--- src/rtl/somador_pkg.sv ---
// Shared types and constants for the signed-adder control unit and its arbiter.
// The package holds the FSM state encoding and the decode of one-hot datapath strobes.
package somador_pkg;

  localparam int N_DEFAULT = 5;
  localparam int SEQ_LEN   = 6;

  typedef enum logic [2:0] {
    IDLE    = 3'd0,
    LD_AB   = 3'd1,
    LD_MAG  = 3'd2,
    CMP_MAG = 3'd3,
    CMP_SIN = 3'd4,
    SOMA    = 3'd5,
    LD_RES  = 3'd6,
    DONE    = 3'd7
  } somador_state_t;

  // Bit positions inside the strobe vector, in firing order.
  localparam int STB_LOAD_AB     = 0;
  localparam int STB_LOADMAG_AB  = 1;
  localparam int STB_COMP_MAG    = 2;
  localparam int STB_COMP_SINAIS = 3;
  localparam int STB_SOMA_SUB    = 4;
  localparam int STB_LOAD_RES    = 5;

  typedef logic [SEQ_LEN-1:0] strobe_vec_t;

  function automatic strobe_vec_t decode_strobes(somador_state_t s);
    strobe_vec_t v;
    v = '0;
    case (s)
      LD_AB:   v[STB_LOAD_AB]     = 1'b1;
      LD_MAG:  v[STB_LOADMAG_AB]  = 1'b1;
      CMP_MAG: v[STB_COMP_MAG]    = 1'b1;
      CMP_SIN: v[STB_COMP_SINAIS] = 1'b1;
      SOMA:    v[STB_SOMA_SUB]    = 1'b1;
      LD_RES:  v[STB_LOAD_RES]    = 1'b1;
      default: v = '0;
    endcase
    return v;
  endfunction

  // Successor within the fixed strobe sequence; IDLE is left by arbitration only.
  function automatic somador_state_t seq_next(somador_state_t s);
    somador_state_t n;
    case (s)
      LD_AB:   n = LD_MAG;
      LD_MAG:  n = CMP_MAG;
      CMP_MAG: n = CMP_SIN;
      CMP_SIN: n = SOMA;
      SOMA:    n = LD_RES;
      LD_RES:  n = DONE;
      DONE:    n = IDLE;
      default: n = IDLE;
    endcase
    return n;
  endfunction

endpackage

--- src/rtl/somador_ctrl_arb_rr_arb2.sv ---
// Two-input round-robin arbiter, purely combinational.
// The parent holds last_grant; on contention the client that did not win last time wins now.
module rr_arb2
  import somador_pkg::*;
(
  input  logic req0,
  input  logic req1,
  input  logic last_grant,
  output logic gnt_valid,
  output logic gnt_id
);

  always_comb begin
    gnt_valid = req0 | req1;
    if (req0 && req1) begin
      gnt_id = ~last_grant;
    end else begin
      gnt_id = req1;
    end
  end

endmodule

--- src/rtl/somador_ctrl_arb.sv ---
// Control unit and two-client arbiter for the signed adder datapath.
// Grants the adder round-robin, steps six one-hot strobes, then pulses the owner's done.
module somador_ctrl_arb
  import somador_pkg::*;
#(
  parameter int N = N_DEFAULT
) (
  input  logic         clk,
  input  logic         RESET,
  input  logic         req0,
  input  logic         req1,
  input  logic [N-1:0] a0,
  input  logic [N-1:0] b0,
  input  logic [N-1:0] a1,
  input  logic [N-1:0] b1,
  output logic [N-1:0] a_out,
  output logic [N-1:0] b_out,
  output logic         loadAB,
  output logic         loadmagAB,
  output logic         comp_mag,
  output logic         comp_sinais,
  output logic         soma_sub,
  output logic         loadRES,
  output logic         busy,
  output logic         grant_id,
  output logic         done0,
  output logic         done1
);

  somador_state_t state_q, state_d;
  logic           grant_id_q, grant_id_d;
  logic           last_grant_q, last_grant_d;
  strobe_vec_t    strobes_q, strobes_d;
  logic           busy_q, busy_d;
  logic           done0_q, done0_d;
  logic           done1_q, done1_d;

  logic gnt_valid;
  logic gnt_id;

  rr_arb2 u_arb (
    .req0       (req0),
    .req1       (req1),
    .last_grant (last_grant_q),
    .gnt_valid  (gnt_valid),
    .gnt_id     (gnt_id)
  );

  always_comb begin
    state_d      = state_q;
    grant_id_d   = grant_id_q;
    last_grant_d = last_grant_q;
    case (state_q)
      IDLE: begin
        if (gnt_valid) begin
          grant_id_d   = gnt_id;
          last_grant_d = gnt_id;
          state_d      = LD_AB;
        end
      end
      default: state_d = seq_next(state_q);
    endcase

    // Outputs are decoded from the next state and registered so they align with the state.
    strobes_d = decode_strobes(state_d);
    busy_d    = (state_d != IDLE);
    done0_d   = (state_d == DONE) && !grant_id_d;
    done1_d   = (state_d == DONE) &&  grant_id_d;
  end

  always_ff @(posedge clk) begin
    if (!RESET) begin
      state_q      <= IDLE;
      grant_id_q   <= 1'b0;
      last_grant_q <= 1'b1;
      strobes_q    <= '0;
      busy_q       <= 1'b0;
      done0_q      <= 1'b0;
      done1_q      <= 1'b0;
    end else begin
      state_q      <= state_d;
      grant_id_q   <= grant_id_d;
      last_grant_q <= last_grant_d;
      strobes_q    <= strobes_d;
      busy_q       <= busy_d;
      done0_q      <= done0_d;
      done1_q      <= done1_d;
    end
  end

  // The datapath re-reads raw operands in LD_MAG, so the mux stays live every cycle.
  assign a_out = grant_id_q ? a1 : a0;
  assign b_out = grant_id_q ? b1 : b0;

  assign loadAB      = strobes_q[STB_LOAD_AB];
  assign loadmagAB   = strobes_q[STB_LOADMAG_AB];
  assign comp_mag    = strobes_q[STB_COMP_MAG];
  assign comp_sinais = strobes_q[STB_COMP_SINAIS];
  assign soma_sub    = strobes_q[STB_SOMA_SUB];
  assign loadRES     = strobes_q[STB_LOAD_RES];
  assign busy        = busy_q;
  assign grant_id    = grant_id_q;
  assign done0       = done0_q;
  assign done1       = done1_q;

endmodule
--- config.mk ---
export PLATFORM = sky130hd
export DESIGN_NAME = somador_ctrl_arb
export DESIGN_NICKNAME = d
export VERILOG_FILES = /design/src/rtl/somador_pkg.sv /design/src/rtl/somador_ctrl_arb_rr_arb2.sv /design/src/rtl/somador_ctrl_arb.sv
export SDC_FILE = /design/constraint.sdc
export NUM_CORES = 1
export LEC_CHECK = 0
export CAP_MARGIN = 0
export CORE_ASPECT_RATIO = 1.1
export CORE_UTILIZATION = 32
export CTS_CLUSTER_SIZE = 8
export DETAILED_ROUTE_END_ITERATION = 10
export GPL_ROUTABILITY_DRIVEN = 0
export PLACE_DENSITY = 0.74
export SYNTH_ARGS = -nofsm -noshare
export SYNTH_HDL_FRONTEND = slang
export SYNTH_HIERARCHICAL = 1
export SYNTH_SLANG_ARGS = --single-unit
export TNS_END_PERCENT = 100
--- constraint.sdc ---
create_clock -name clk -period 1.62 [get_ports clk]
set_input_delay 0.324 -clock clk [delete_from_list [all_inputs] [get_ports clk]]
set_output_delay 0.324 -clock clk [all_outputs]
set_load 0.1 [all_outputs]
-- Yosys cells after proc, flatten, opt, wreduce, memory -nomap -nowiden
Index checks and enable logic that the tools add are counted.
- multiplexer cells: 14
- reductions and logical operators: 7
- bitwise gates (word level): 2
- eq/ne operators: 13
- operators with widths (operator ; number):
    $eq A3 B3 Y1 const B ; 7
    $pmux W3 S6 ; 1
    $eq A3 B2 Y1 const B ; 4
    $mux W5 ; 2
    $mux W1 ; 9
    $eq A3 B1 Y1 const B ; 2
    $mux W3 ; 2
    $logic_and A1 B1 Y1 ; 3
    $logic_not A3 Y1 ; 1
    $reduce_bool A3 Y1 ; 1
    $reduce_and A2 Y1 ; 1
    $logic_not A1 Y1 ; 1
    $not A1 Y1 ; 1
    $or A1 B1 Y1 ; 1
- logic and storage cells: 43
- register bits after elaboration: 14
- input bits: 24
- output and inout bits: 20

-- Logic depth before layout (Yosys ltp)
- depth in word-level cells: 6
- depth in mapped cells: 7
- depth with buffers taken out: 6

-- Hierarchy
Netlist, hierarchy kept.
- modules (own cells, without submodules) (module ; cells an instance ; area each (um^2) ; instances ; seq. area each (um^2)):
    somador_ctrl_arb ; 65 ; 708.2 ; 1 ; 280.3
    rr_arb2 ; 2 ; 13.8 ; 1 ; 0.0

-- Least setup slack after synthesis
OpenSTA, ideal clock, no wires.
- path kind: register -> output
- start point: register grant_id_q, in the netlist grant_id
- end point: output a_out[0]
- data arrival time: 1.866 ns
- cell stages (with the launch flop): 3
- setup slack: -0.570 ns
- buffers on the path: 1
- data required time: 1.296 ns
- path through: dfxtp_1 > buf_2 > mux2_2
- cells in the longest elaborated chain, start to end: 1
- ends and longest elaborated chain (what ; line ; text):
    from (decl) ; somador_ctrl_arb.sv:31 ; logic grant_id_q, grant_id_d;
    from (signal assigned) ; somador_ctrl_arb.sv:82 ; grant_id_q <= grant_id_d;
    $mux W5 ; somador_ctrl_arb.sv:92 ; assign a_out = grant_id_q ? a1 : a0;
    to (decl) ; somador_ctrl_arb.sv:16 ; output logic [N-1:0] a_out,
No other way between the ends.

-- Worst setup path after layout
- start point: register grant_id_q, in the netlist grant_id
- end point: output b_out[4]
- cells in the longest elaborated chain, start to end: 1
- ends and longest elaborated chain (what ; line ; text):
    $mux W5 ; somador_ctrl_arb.sv:93 ; assign b_out = grant_id_q ? b1 : b0;
    to (decl) ; somador_ctrl_arb.sv:17 ; output logic [N-1:0] b_out,
No other way between the ends.

==> run_results.csv <==
group,metric,value,unit
outcome,status,"complete, no violations",
floorplan,dieHeight,51.8,um
job,cap_violations,0,
floorplan,rows,17,
setup_path,startpoint_type,"register",
cells_and_area,layout_common_cells,"clkdlybuf4s50_1, buf_12, dfxtp_1, mux2_2, nor3_1",
detailed_routing,vias_per_cell,4.90,
detailed_routing,drt.antenna.violating_nets,0,
power,vdd_ir_drop_max,0.795,mV
power,internal-power,0.000836,W
detailed_routing,routedWlPerCell,13.0,um
yosys,syn_area_per_cell,10.8,um^2
clocking,clk_path_buf_depth,2,
sta,worst_pin_slew,359,ps
sta,maxSlewViolCount,0,
sta,tns,0,ps
clocking,cts_root_buf,"clkbuf_4",
placed_design,dp_slack,-225,ps
cells_and_area,drive_gt1_frac,0.427,
clocking,clkLatencyLatePin,280,ps
power,leakagePower,0.607,nW
setup_path,worst_setup_path_end_kind,"primary output",
yosys,synth_cell_types,32,
power,p_per_area,972,nW/um^2
sta,min_period,1600,ps
cells_and_area,layoutNonFillerInstCount,145,
setup_path,crit_arrival,1270,ps
detailed_routing,first_pass_iters,4,
cells_and_area,final_common_cell,"clkdlybuf4s50_1",
setup_path,critPathRequiredTime,1300,ps
floorplan,die_w,47.3,um
yosys,yosys_warnings,6,
cells_and_area,n_fill_cell,163,
sta,worst_slack,22.4,ps
power,p_comb_frac,0.548,
sta,setup_viol,0,
placed_design,hpwl,1590,um
sta,hold_viol_final,0,
yosys,synth_top_area_cell,"dfxtp_1",
cells_and_area,final_area,1460,um^2
clocking,cts_tree,"yes",
setup_path,crit_type,"register to primary output",
placed_design,dp.cells,140,
power,pwr-share-clk,0.170,
detailed_routing,drt_iter0_markers,16,
power,seq_power_share,0.282,
sta,max_freq,626,MHz
global_route,grt_pass1_vias,697,
power,swShare,0.412,
sta,slew_headroom,0.754,
hold_path,hp-class,"register to register",
clocking,cts.clk_slew.worst_paths,80,ps
yosys,yosys-top-cells-area,"dfxtp_1, mux2_2, ha_1",
clocking,cts_made_buffers,3,
sta,period_share,0.986,
placed_design,port_buffers,43,
cells_and_area,diodes,0,
detailed_routing,drc_errors,0,
power,p_sw,0.000585,W
detailed_routing,vias,711,
clocking,htreeDepth,1,
cells_and_area,areaGrowthSynthToFinish,102,%
setup_path,crit_path_max_fanout,12,
sta,skew,5.71,ps
global_route,antenna_found_initial,0,
yosys,ys_ff_latch,14,
global_route,grt_max_degree,13,
clocking,clkSinkCount,14,
global_route,grt_usage,0.165,
sta,whs,492,ps
sta,grt_setup_unrepaired,"true",
yosys,synth_seq_area_share,0.388,
floorplan,start_util,0.350,
yosys,synth_area,722,um^2
detailed_routing,routed_wl,1890,um
cells_and_area,ff_latch_area,284,um^2
floorplan,pin_count,44,
yosys,syn_nets,95,
global_route,grt_remaining_overflow,0,
floorplan,dieArea,2450,um^2
cells_and_area,layout.nets,146,
yosys,synth_top_area_frac,0.388,
global_route,grt_pass1_wl,2790,um
yosys,syn_inst,67,
cells_and_area,multi_input_area,427,um^2
floorplan,core-area,2060,um^2
placed_design,place_area,1410,um^2
layout make-up:
class                           count  share of cell area
Timing Repair Buffer               48               0.457
Clock buffer                        4              0.0248
Tap cell                           28              0.0240
Sequential cell                    14               0.194
Multi-Input combinational cell     48               0.292
Inverter                            3             0.00771
sequential cells by signal, indices dropped and copies added, names as in the netlist:
register	flops
busy	1
done0	1
strobes_q	6
state_q	3
done1	1
grant_id	1
last_grant_q	1
power by group through the flow:
stage	registers, W	clock network [W]	logic [W]
2_1_floorplan	0.000516	0	0.000368
3_3_place_gp	0.000410	0	0.000748
3_5_place_dp	0.000411	0	0.000759
4_1_cts	0.000403	0.000250	0.000764
5_1_grt	0.000405	0.000275	0.000808
6_report	0.000401	0.000242	0.000778
worst paths after layout:
| kind | from | endpoint | slack [ps] | cells after the start |
|---|---|---|---|---|
| max | grant_id | b_out[4] | 20 | 2 |
| min | last_grant_q | last_grant_q | 490 | 2 |
| max reg2reg | state_q[0] | busy | 80 | 5 |
| min reg2reg | last_grant_q | last_grant_q | 490 | 2 |
per-stage QoR:
step           power [W]   util
2_1_floorplan   0.000884      -
3_3_place_gp     0.00116  0.681
3_5_place_dp     0.00117  0.681
4_1_cts          0.00142  0.700
5_1_grt          0.00149  0.708
6_report         0.00142  0.708
critical path: stages, from the launching register on:
cell     delay, ps
dfxtp_4        440
mux2_2         380
buf_12         170
kinds of logic (layout without fill, tap and decap cells):
family,Yosys count,count (layout),synth area share
AOI/OAI and AO/OA,8,8,0.0884
buffers and inverters,5,55,0.0381
muxes,13,13,0.205
and+or+nand+nor,23,23,0.211
DFF,14,14,0.388
adders and majority gates,4,4,0.0693
Yosys cell counts:
cell       n
a21boi_1   1
a21o_1     1
a21oi_2    1
and2_1     1
and2_2     1
and4_2     1
and4bb_2   1
buf_2      1
buf_6      1
dfxtp_1   14
ha_1       4
inv_1      2
inv_2      1
mux2_2    10
mux2_4     1
mux2i_1    2
nand2_1    1
nand2b_1   1
nand3_1    2
nand3b_1   1
nor2_1     1
nor2_4     1
nor2b_1    2
nor2b_4    1
nor3_1     7
nor4_1     1
o211ai_1   1
o21ai_0    1
o311a_2    1
o31a_1     1
o31ai_1    1
or2_1      1
what timing repair did:
item                                    4_1_cts  5_1_grt
pin swaps                                     0        0
endpoints found under the setup margin       11       11
resized for setup                             1        1
hold buffers                                  0        0
buffers inserted                              0        1
per-layer routing:
layer	global-route usage	wire length [um]	vias up
met1	0.132	622	326
li1	-	-	343
met3	0.0729	295	2
met4	0.0714	9	0
met5	0	0	-
met2	0.317	962	40
No activity file was read; power rests on OpenSTA's default activity.
